===== src/rtl/ins_exec_seq_if.sv =====
// Instruction fetch handshake between the sequencer (master) and instruction memory (slave).
interface ins_exec_seq_if;
  logic        mem_req;
  logic [31:0] mem_addr;
  logic        mem_ack;
  logic [31:0] mem_rdata;

  modport master (output mem_req, output mem_addr, input mem_ack, input mem_rdata);
  modport slave  (input mem_req, input mem_addr, output mem_ack, output mem_rdata);
endinterface


===== src/rtl/ins_exec_seq.sv =====
// Multi-cycle RV32I sequencer: fetch -> decode -> execute -> writeback, owning PC and trap state.
// Execute-unit requests are captured in EXEC and committed in a separate WB cycle.
module ins_exec_seq #(
  parameter logic [31:0] RESET_PC    = 32'h0000_0000,
  parameter int          MEM_TIMEOUT = 16
) (
  input  logic                 clk,
  input  logic                 rst_n,
  ins_exec_seq_if.master       mem,
  output logic [31:0]          o_ins,
  input  logic                 i_ins_illegal,
  output logic                 o_exec_op,
  input  logic                 i_ex_pc_w_op,
  input  logic [31:0]          i_ex_pc_w_val,
  input  logic                 i_ex_reg_w_op,
  input  logic [4:0]           i_ex_reg_w_idx,
  input  logic [31:0]          i_ex_reg_w_val,
  output logic                 o_rf_w_en,
  output logic [4:0]           o_rf_w_idx,
  output logic [31:0]          o_rf_w_val,
  output logic [31:0]          o_pc,
  output logic                 o_retire,
  output logic                 o_trap,
  output logic [1:0]           o_trap_cause
);

  typedef enum logic [2:0] {
    S_FETCH  = 3'd0,
    S_WAIT   = 3'd1,
    S_DECODE = 3'd2,
    S_EXEC   = 3'd3,
    S_WB     = 3'd4,
    S_TRAP   = 3'd5
  } state_t;

  localparam logic [7:0] TIMEOUT = MEM_TIMEOUT[7:0];

  state_t      r_state;
  logic [31:0] r_pc;
  logic [31:0] r_ins;
  logic [7:0]  r_cnt;
  logic [1:0]  r_cause;

  logic        r_cap_pc_op;
  logic [31:0] r_cap_pc_val;
  logic        r_cap_reg_op;
  logic [4:0]  r_cap_idx;
  logic [31:0] r_cap_val;

  logic        w_req;
  logic        w_wr;
  logic [7:0]  w_cnt_nxt;

  // Request is masked while rst_n is low so an ack during reset can never be consumed.
  assign w_req     = rst_n && ((r_state == S_FETCH) || (r_state == S_WAIT));
  assign w_cnt_nxt = r_cnt + 8'd1;
  assign w_wr      = (r_state == S_WB) && r_cap_reg_op && (r_cap_idx != 5'd0);

  assign mem.mem_req  = w_req;
  assign mem.mem_addr = w_req ? r_pc : 32'h0;

  assign o_ins        = r_ins;
  assign o_exec_op    = (r_state == S_EXEC);
  assign o_rf_w_en    = w_wr;
  assign o_rf_w_idx   = w_wr ? r_cap_idx : 5'd0;
  assign o_rf_w_val   = w_wr ? r_cap_val : 32'h0;
  assign o_pc         = r_pc;
  assign o_retire     = (r_state == S_WB);
  assign o_trap       = (r_state == S_TRAP);
  assign o_trap_cause = r_cause;

  always_ff @(posedge clk) begin
    if (!rst_n) begin
      r_state <= S_FETCH;
      r_pc    <= RESET_PC;
      r_ins   <= 32'h0;
      r_cnt   <= 8'd0;
      r_cause <= 2'b00;
    end else begin
      case (r_state)
        // The counter holds cycles already spent with req high and no ack.
        S_FETCH, S_WAIT: begin
          if (mem.mem_ack) begin
            r_ins   <= mem.mem_rdata;
            r_state <= S_DECODE;
          end else if (w_cnt_nxt == TIMEOUT) begin
            r_cause <= 2'b11;
            r_state <= S_TRAP;
          end else begin
            r_cnt   <= w_cnt_nxt;
            r_state <= S_WAIT;
          end
        end
        S_DECODE: begin
          if (i_ins_illegal) begin
            r_cause <= 2'b01;
            r_state <= S_TRAP;
          end else begin
            r_state <= S_EXEC;
          end
        end
        S_EXEC: begin
          if (i_ex_pc_w_op && (i_ex_pc_w_val[1:0] != 2'b00)) begin
            r_cause <= 2'b10;
            r_state <= S_TRAP;
          end else begin
            r_state <= S_WB;
          end
        end
        S_WB: begin
          r_pc    <= r_cap_pc_op ? r_cap_pc_val : r_pc + 32'd4;
          r_cnt   <= 8'd0;
          r_state <= S_FETCH;
        end
        S_TRAP:  r_state <= S_TRAP;
        default: r_state <= S_TRAP;
      endcase
    end
  end

  // Execute results are only meaningful during the strobe cycle.
  always_ff @(posedge clk) begin
    if (r_state == S_EXEC) begin
      r_cap_pc_op  <= i_ex_pc_w_op;
      r_cap_pc_val <= i_ex_pc_w_val;
      r_cap_reg_op <= i_ex_reg_w_op;
      r_cap_idx    <= i_ex_reg_w_idx;
      r_cap_val    <= i_ex_reg_w_val;
    end
  end

endmodule


===== src/flat_wrapper.sv =====
// flat-port wrapper written by rule: the top's interface ports become plain ports
module ins_exec_seq_flat 
#(
  parameter logic [31:0] RESET_PC    = 32'h0000_0000,
  parameter int          MEM_TIMEOUT = 16
)
  (clk, rst_n, o_ins, i_ins_illegal, o_exec_op, i_ex_pc_w_op, i_ex_pc_w_val, i_ex_reg_w_op, i_ex_reg_w_idx, i_ex_reg_w_val, o_rf_w_en, o_rf_w_idx, o_rf_w_val, o_pc, o_retire, o_trap, o_trap_cause, mem_mem_req, mem_mem_addr, mem_mem_ack, mem_mem_rdata);
  ins_exec_seq_if mem_i ();
  input  logic clk;
  input  logic rst_n;
  output logic [31:0] o_ins;
  input  logic i_ins_illegal;
  output logic o_exec_op;
  input  logic i_ex_pc_w_op;
  input  logic [31:0] i_ex_pc_w_val;
  input  logic i_ex_reg_w_op;
  input  logic [4:0] i_ex_reg_w_idx;
  input  logic [31:0] i_ex_reg_w_val;
  output logic o_rf_w_en;
  output logic [4:0] o_rf_w_idx;
  output logic [31:0] o_rf_w_val;
  output logic [31:0] o_pc;
  output logic o_retire;
  output logic o_trap;
  output logic [1:0] o_trap_cause;
  output wire logic [$bits(mem_i.mem_req)-1:0] mem_mem_req;
  output wire logic [$bits(mem_i.mem_addr)-1:0] mem_mem_addr;
  input wire logic [$bits(mem_i.mem_ack)-1:0] mem_mem_ack;
  input wire logic [$bits(mem_i.mem_rdata)-1:0] mem_mem_rdata;
  assign mem_mem_req = mem_i.mem_req;
  assign mem_mem_addr = mem_i.mem_addr;
  assign mem_i.mem_ack = mem_mem_ack;
  assign mem_i.mem_rdata = mem_mem_rdata;
  ins_exec_seq #(.RESET_PC(RESET_PC), .MEM_TIMEOUT(MEM_TIMEOUT)) u_core (.clk(clk), .rst_n(rst_n), .mem(mem_i), .o_ins(o_ins), .i_ins_illegal(i_ins_illegal), .o_exec_op(o_exec_op), .i_ex_pc_w_op(i_ex_pc_w_op), .i_ex_pc_w_val(i_ex_pc_w_val), .i_ex_reg_w_op(i_ex_reg_w_op), .i_ex_reg_w_idx(i_ex_reg_w_idx), .i_ex_reg_w_val(i_ex_reg_w_val), .o_rf_w_en(o_rf_w_en), .o_rf_w_idx(o_rf_w_idx), .o_rf_w_val(o_rf_w_val), .o_pc(o_pc), .o_retire(o_retire), .o_trap(o_trap), .o_trap_cause(o_trap_cause));
endmodule

===== config.mk =====
export PLATFORM = sky130hd
export DESIGN_NAME = ins_exec_seq_flat
export DESIGN_NICKNAME = d
export VERILOG_FILES = /design/src/rtl/ins_exec_seq_if.sv /design/src/rtl/ins_exec_seq.sv /design/src/flat_wrapper.sv
export SDC_FILE = /design/constraint.sdc
export NUM_CORES = 1
export LEC_CHECK = 0
export CAP_MARGIN = 5
export CORE_MARGIN = 8
export CORE_UTILIZATION = 44
export CTS_CLUSTER_SIZE = 40
export DETAILED_ROUTE_END_ITERATION = 12
export PLACE_DENSITY = 0.89
export SLEW_MARGIN = 30
export SYNTH_ARGS = -nofsm -noshare
export SYNTH_HDL_FRONTEND = slang
export SYNTH_SLANG_ARGS = --single-unit

===== constraint.sdc =====
create_clock -name clk -period 3.3 [get_ports clk]
set_input_delay 0.66 -clock clk [delete_from_list [all_inputs] [get_ports clk]]
set_output_delay 0.66 -clock clk [all_outputs]
set_load 0.01 [all_outputs]

==> impl_metrics.env, run 1 <==
export IMPL_worstSetupStartpointType="register"
export IMPL_detail_route_antenna_nets=0
export IMPL_rsz0062_at_grt="no"
export IMPL_arrival_ns=2.50
export IMPL_die_area_sq_um=18920
export IMPL_p_int_mw=3.334
export IMPL_track_usage=0.2263
export IMPL_holdBufCountCts=0
export IMPL_clock_path_buffers=2
export IMPL_ctsHtreeMaxLevel=4
export IMPL_synth_cell_type_count=62
export IMPL_post_drt_wl_per_cell_microns=20.29
export IMPL_grt_ovfl_total=0
export IMPL_hpwl_microns=15330
export IMPL_drv_cap=0
export IMPL_die_w_microns=137.6
export IMPL_nets=998
export IMPL_cts_buffers=17
export IMPL_async_flop_share=0
export IMPL_insertion_delay_ns=0.43
export IMPL_drt_initial_drc_count=677
export IMPL_start_util=0.4491
export IMPL_vias=6184
export IMPL_cts_root_buffer="clkbuf_16"
export IMPL_synth_area_leaders="edfxtp_1 (33%), dfxtp_1 (24%), nand2_1 (5.6%)"
export IMPL_finalNonFillerCells=1086
export IMPL_final_cell_mix="clkdlybuf4s50_1 (245), nand2_1 (97), dfxtp_1 (77)"
export IMPL_status="finished clean"
export IMPL_max_slew_margin_rel=0.3804
export IMPL_timing_critical_path_to_type="output port"
export IMPL_seq_power_share=0.457
export IMPL_setup_violations=0
export IMPL_rows=44
export IMPL_antenna_found_initial=0
export IMPL_seq_area_frac_synth=0.5649
export IMPL_timing_setup_tns_ns=0
export IMPL_power_switching_mw=1.149
export IMPL_synth_top_area_cell="edfxtp_1"
export IMPL_rr_worst_depth=6
export IMPL_firstDrtPassIters=5
export IMPL_min_path_type="register to register"
export IMPL_synth_top_flop_cell="dfxtp_1"
export IMPL_core_area_sq_um=14480
export IMPL_pwr_share_clk=0.432
export IMPL_fmax_mhz=316.0
export IMPL_hold_slack_ns=0.4514
export IMPL_switching_share=0.2563
export IMPL_synth_area_sq_um=6502
export IMPL_syn_inst=657
export IMPL_totalWireLength_microns=22040
export IMPL_finalClockSkew_ns=0.01276
export IMPL_ys_ff_latch=148
export IMPL_ioPinCount=247
export IMPL_gp_congestion=0.8398
export IMPL_grt_pass1_vias=6063
export IMPL_drive_gt1_frac=0.06541
export IMPL_cts_tree="done"
export IMPL_crit_path_max_fanout=35
export IMPL_vias_per_cell=5.694
export IMPL_avgSynthCellArea_sq_um=9.897
export IMPL_grt_pass1_wl_microns=33090
export IMPL_power_density_nw_per_um2=460.8
export IMPL_critPathKind="register to output port"
export IMPL_syn_num_nets=766
export IMPL_placed_cells=1054
export IMPL_timing_final_crit_share=0.9588
export IMPL_cp_required_ns=2.64
export IMPL_min_period_ns=3.164
export IMPL_pwr_share_comb=0.111
export IMPL_power_total_mw=4.483
export IMPL_peakVddDrop_mv=0.3538
export IMPL_numClockSinks=148
export IMPL_fp_dieH_microns=137.6
export IMPL_hold_viol=0
export IMPL_yosys_warnings=0
export IMPL_slew_violations=0
export IMPL_areaGrowthSynthToFinish_pct=49.62
export IMPL_grt_max_degree=74
export IMPL_path_clk_slew_ns=0.06
export IMPL_synth_edf_count=71
export IMPL_p_leak_nw=3.530
export IMPL_drcViolationCount=0
export IMPL_antennaDiodeCount=0
export IMPL_tightest_slew_ns=0.9294
export IMPL_synth_top_cell_area_share=0.3279
export IMPL_hold_depth=2
export IMPL_mostFrequentLayoutCell="clkdlybuf4s50_1"
export IMPL_portBuffers=246
## timing repair
item,4_1_cts,5_1_grt
buffers inserted,0,0
gates resized for setup,0,2
endpoints found under the setup margin,0,31
## Yosys cell counts (4+ instances only)
| cell | count |
|---|---|
| nand3_1 | 25 |
| nor3_1 | 13 |
| a31oi_1 | 9 |
| mux2i_1 | 4 |
| nand4_1 | 9 |
| clkbuf_1 | 39 |
| a22oi_1 | 5 |
| and2_1 | 40 |
| a22o_1 | 6 |
| nand2_1 | 97 |
| and3_1 | 51 |
| or3_1 | 4 |
| a211oi_1 | 4 |
| a311oi_1 | 6 |
| inv_1 | 4 |
| a32o_1 | 4 |
| buf_2 | 5 |
| nor2_1 | 34 |
| edfxtp_1 | 71 |
| o21a_1 | 4 |
| o21ai_0 | 24 |
| dfxtp_1 | 77 |
| a21oi_1 | 58 |
| and4_1 | 5 |
## flip-flops by register name, summed over array words and instances (netlist names)
register	count
u_core.r_cnt	8
u_core.r_cap_idx	5
u_core.r_state	3
u_core.o_pc	32
u_core.r_cap_val	32
u_core.o_ins	32
u_core.r_cap_reg_op	1
u_core.r_cap_pc_val	32
u_core.o_trap_cause	2
u_core.r_cap_pc_op	1
## path summary, 6_finish.rpt
kind,from,to,slack (ns)
setup reg to reg,u_core.o_pc[2],u_core.o_pc[18],1.01
hold / removal,u_core.o_ins[8],u_core.o_ins[8],0.45
hold reg to reg,u_core.o_ins[8],u_core.o_ins[8],0.45
setup / recovery,u_core.r_state[0],o_rf_w_val[4],0.14
## per-stage QoR
step | util | setup WS [ns] | instance area (sq um)
floorplan | - | 0.1444 | 6502
global placement | 0.6302 | 0.6606 | 9125
detailed placement | 0.6302 | 0.5632 | 9125
CTS | 0.6714 | 0.05898 | 9722
global route | 0.6720 | 0.002926 | 9729
finish | 0.6720 | 0.1359 | 9729
## area by class of cell
class,count,area [sq um]
clock buffers,17,425.4
clock inverters,15,171.4
fillers,1030,4750
inverters,7,26.28
multi-input cells,456,2628
flip-flops and latches,148,3674
well taps,184,230.2
repair buffers,259,2575
## layer usage
metal	GRT usage	share of wire	vias to the layer above
li1	-	-	2869
met1	0.2491	0.36	2924
met2	0.3814	0.50	344
met3	0.1007	0.12	47
met4	0.07544	0.023	0
met5	0	0	-
## critical path: stages (launching register included)
cell and delay [ns]:
dfxtp_1 0.36, or3b_1 0.46, inv_2 0.12, o311a_1 0.20
buf_8 0.19, and2_1 0.17, clkdlybuf4s50_1 0.57
## cells by family after synthesis
| kind of cell | after synthesis | share of synthesized area |
|---|---|---|
| AND/OR/NAND/NOR | 301 | 0.2478 |
| AO/OA/AOI/OAI | 148 | 0.1437 |
| flip-flops | 148 | 0.5649 |
| XOR/XNOR | 1 | 0.001347 |
| adder cells (fa/ha/maj) | 2 | 0.003848 |
| buffers and inverters | 53 | 0.03213 |
| multiplexers | 4 | 0.006158 |
## power by group through the flow
stage / sequential, mW / clock (mW) / combinational (mW)
detailed placement: 2.09 / 0 / 0.493
global placement: 2.08 / 0 / 0.480
CTS: 2.05 / 1.95 / 0.498
floorplan: 2.09 / 0 / 0.184
global route: 2.06 / 2.03 / 0.532
finish: 2.05 / 1.94 / 0.498
Note: power is estimated with default switching activity, not from simulation.
==> run 2, diff against run 1 <==
- CORE_UTILIZATION: 44 -> 48
- PLACE_DENSITY: 0.89 -> 0.95
- clock period: 3.3 -> 4 ns (I/O delays scaled with it)
==> run 2 against run 1 <==
Clock skew rose by 0.0027 ns. Register-to-register slack improved by 0.15 ns. Power decreased by 20%. First-iteration DRC count shrank 6.4%. Critical path depth unchanged. Non-clock buffer count down 3. Combinational power shrank 18%. Sequential power shrank 18%. Utilization grew 5.6 points. Flip-flop and latch count is the same. Die area down 7.4%. Wire length is 1.7% higher.
==> impl_metrics.env, run 2 (synthesized netlist as in run 1, its figures left out) <==
export IMPL_status="finished clean"
export IMPL_drive_gt1_frac=0.05784
export IMPL_hold_viol=0
export IMPL_ctsHtreeMaxLevel=4
export IMPL_slew_violations=0
export IMPL_fmax_mhz=275.8
export IMPL_fill_cells=908
export IMPL_portBuffers=246
export IMPL_power_total_mw=3.600
export IMPL_tightest_slew_ns=0.8206
export IMPL_die_w_microns=132.4
export IMPL_switching_share=0.2359
export IMPL_track_usage=0.2539
export IMPL_ctsResizeCount=0
export IMPL_worstSetupStartpointType="register"
export IMPL_path_clk_slew_ns=0.06
export IMPL_fp_dieH_microns=132.4
export IMPL_timing_final_crit_share=0.9066
export IMPL_grt_pass1_vias=6374
export IMPL_timing_critical_path_to_type="output port"
export IMPL_nets=995
export IMPL_setup_violations=0
export IMPL_pwr_share_clk=0.417
export IMPL_crit_start="u_core.r_state[2]"
export IMPL_critPathKind="register to output port"
export IMPL_min_path_type="register to register"
export IMPL_seq_power_share=0.471
export IMPL_arrival_ns=2.83
export IMPL_pwr_share_comb=0.113
export IMPL_crit_path_max_fanout=35
export IMPL_die_area_sq_um=17530
export IMPL_power_switching_uw=849.4
export IMPL_detail_route_antenna_nets=0
export IMPL_r2r_slack_ns=1.16
export IMPL_rows=42
export IMPL_holdBufCountCts=0
export IMPL_gp_congestion=0.8505
export IMPL_final_cell_mix="clkdlybuf4s50_1 (246), nand2_1 (97), dfxtp_1 (77)"
export IMPL_numClockSinks=148
export IMPL_ioPinCount=247
export IMPL_firstDrtPassIters=7
export IMPL_rr_worst_depth=5
export IMPL_grt_max_degree=63
export IMPL_mostFrequentLayoutCell="clkdlybuf4s50_1"
export IMPL_setup_ws_ns=0.3737
export IMPL_start_util=0.4910
export IMPL_hpwl_microns=15150
export IMPL_post_drt_wl_per_cell_microns=20.85
export IMPL_post_cts_buffers=0
export IMPL_p_leak_nw=3.510
export IMPL_antennaDiodeCount=0
export IMPL_rr_endpoint="u_core.o_pc[20]"
export IMPL_insertion_delay_ns=0.43
export IMPL_grt_pass1_wl_microns=35470
export IMPL_crit_end="o_rf_w_val[6]"
export IMPL_max_slew_margin_rel=0.4484
export IMPL_p_int_mw=2.750
export IMPL_totalWireLength_microns=22420
export IMPL_peakVddDrop_mv=0.3454
export IMPL_cts_tree="done"
export IMPL_core_area_sq_um=13240
export IMPL_hold_slack_ns=0.4521
export IMPL_hold_depth=2
export IMPL_vias=6224
export IMPL_placed_cell_area_sq_um=9097
export IMPL_rsz0062_at_grt="no"
export IMPL_min_period_ns=3.626
export IMPL_cts_root_buffer="clkbuf_16"
export IMPL_areaGrowthSynthToFinish_pct=48.35
export IMPL_cts_buffers=17
export IMPL_drv_cap=0
export IMPL_drcViolationCount=0
export IMPL_timing_setup_tns_ns=0
export IMPL_clock_path_buffers=2
export IMPL_grt_ovfl_total=0
export IMPL_reg2reg_from="u_core.r_cap_pc_op"
export IMPL_drt_initial_drc_count=634
export IMPL_finalClockSkew_ns=0.01550
export IMPL_cp_required_ns=3.20
export IMPL_power_density_nw_per_um2=373.2
export IMPL_fin_area_sq_um=9647
export IMPL_place_ws_ns=0.7273
export IMPL_vias_per_cell=5.790
export IMPL_antenna_found_initial=0
run 2: area by class of cell:
type	instances	area (sq um)	share of cell area
clock inverters	9	80.08	0.008301
well taps	176	220.2	0.02283
multi-input cells	456	2628	0.2724
repair buffers	256	2550	0.2643
clock buffers	23	469.2	0.04864
inverters	7	26.28	0.002724
flip-flops and latches	148	3674	0.3808
run 2: how the worst min path moves through the flow:
stage                  endpoint                    start  slack [ns]
4_1_cts         u_core.o_ins[7]          u_core.o_ins[7]        0.45
3_5_place_dp   u_core.o_ins[31]         u_core.o_ins[31]        0.45
3_3_place_gp    u_core.o_ins[8]          u_core.o_ins[8]        0.44
6_report        u_core.o_ins[7]          u_core.o_ins[7]        0.45
5_1_grt        u_core.o_ins[27]         u_core.o_ins[27]        0.48
2_1_floorplan   u_core.o_pc[28]  u_core.r_cap_pc_val[28]        0.46
run 2: worst max-delay path, stage by stage (launching register included):
cell             delay, ns
dfxtp_1               0.49
or3b_1                0.42
inv_2                 0.21
o311a_1               0.22
buf_4                 0.29
and2_1                0.19
clkdlybuf4s50_1       0.57
run 2: power by group through the flow:
stage / registers, mW / logic [mW] / clock network [mW]
floorplan: 1.73 / 0.152 / 0
global placement: 1.72 / 0.386 / 0
detailed placement: 1.72 / 0.399 / 0
CTS: 1.69 / 0.405 / 1.52
global route: 1.70 / 0.437 / 1.58
finish: 1.69 / 0.406 / 1.50
run 2: metal layers:
metal  vias to the layer above  wire length, microns  track usage
met5                         -                     0            0
met4                         0                   640       0.1022
met3                        55                  2415       0.1021
met2                       388                 11180       0.4316
met1                      2920                  8180       0.2765
li1                       2861                     -            -
run 2: through the flow:
stage	instances	util
CTS	1075	0.7285
detailed placement	1043	0.6870
floorplan	657	-
global placement	1043	0.6870
finish	1075	0.7285
global route	1075	0.7285
==> run 3, diff against run 2 <==
- SETUP_SLACK_MARGIN: not set -> 0.02
==> results of run 3 <==
Same layout as run 2: the final DEF is identical, and so are final timing and power.
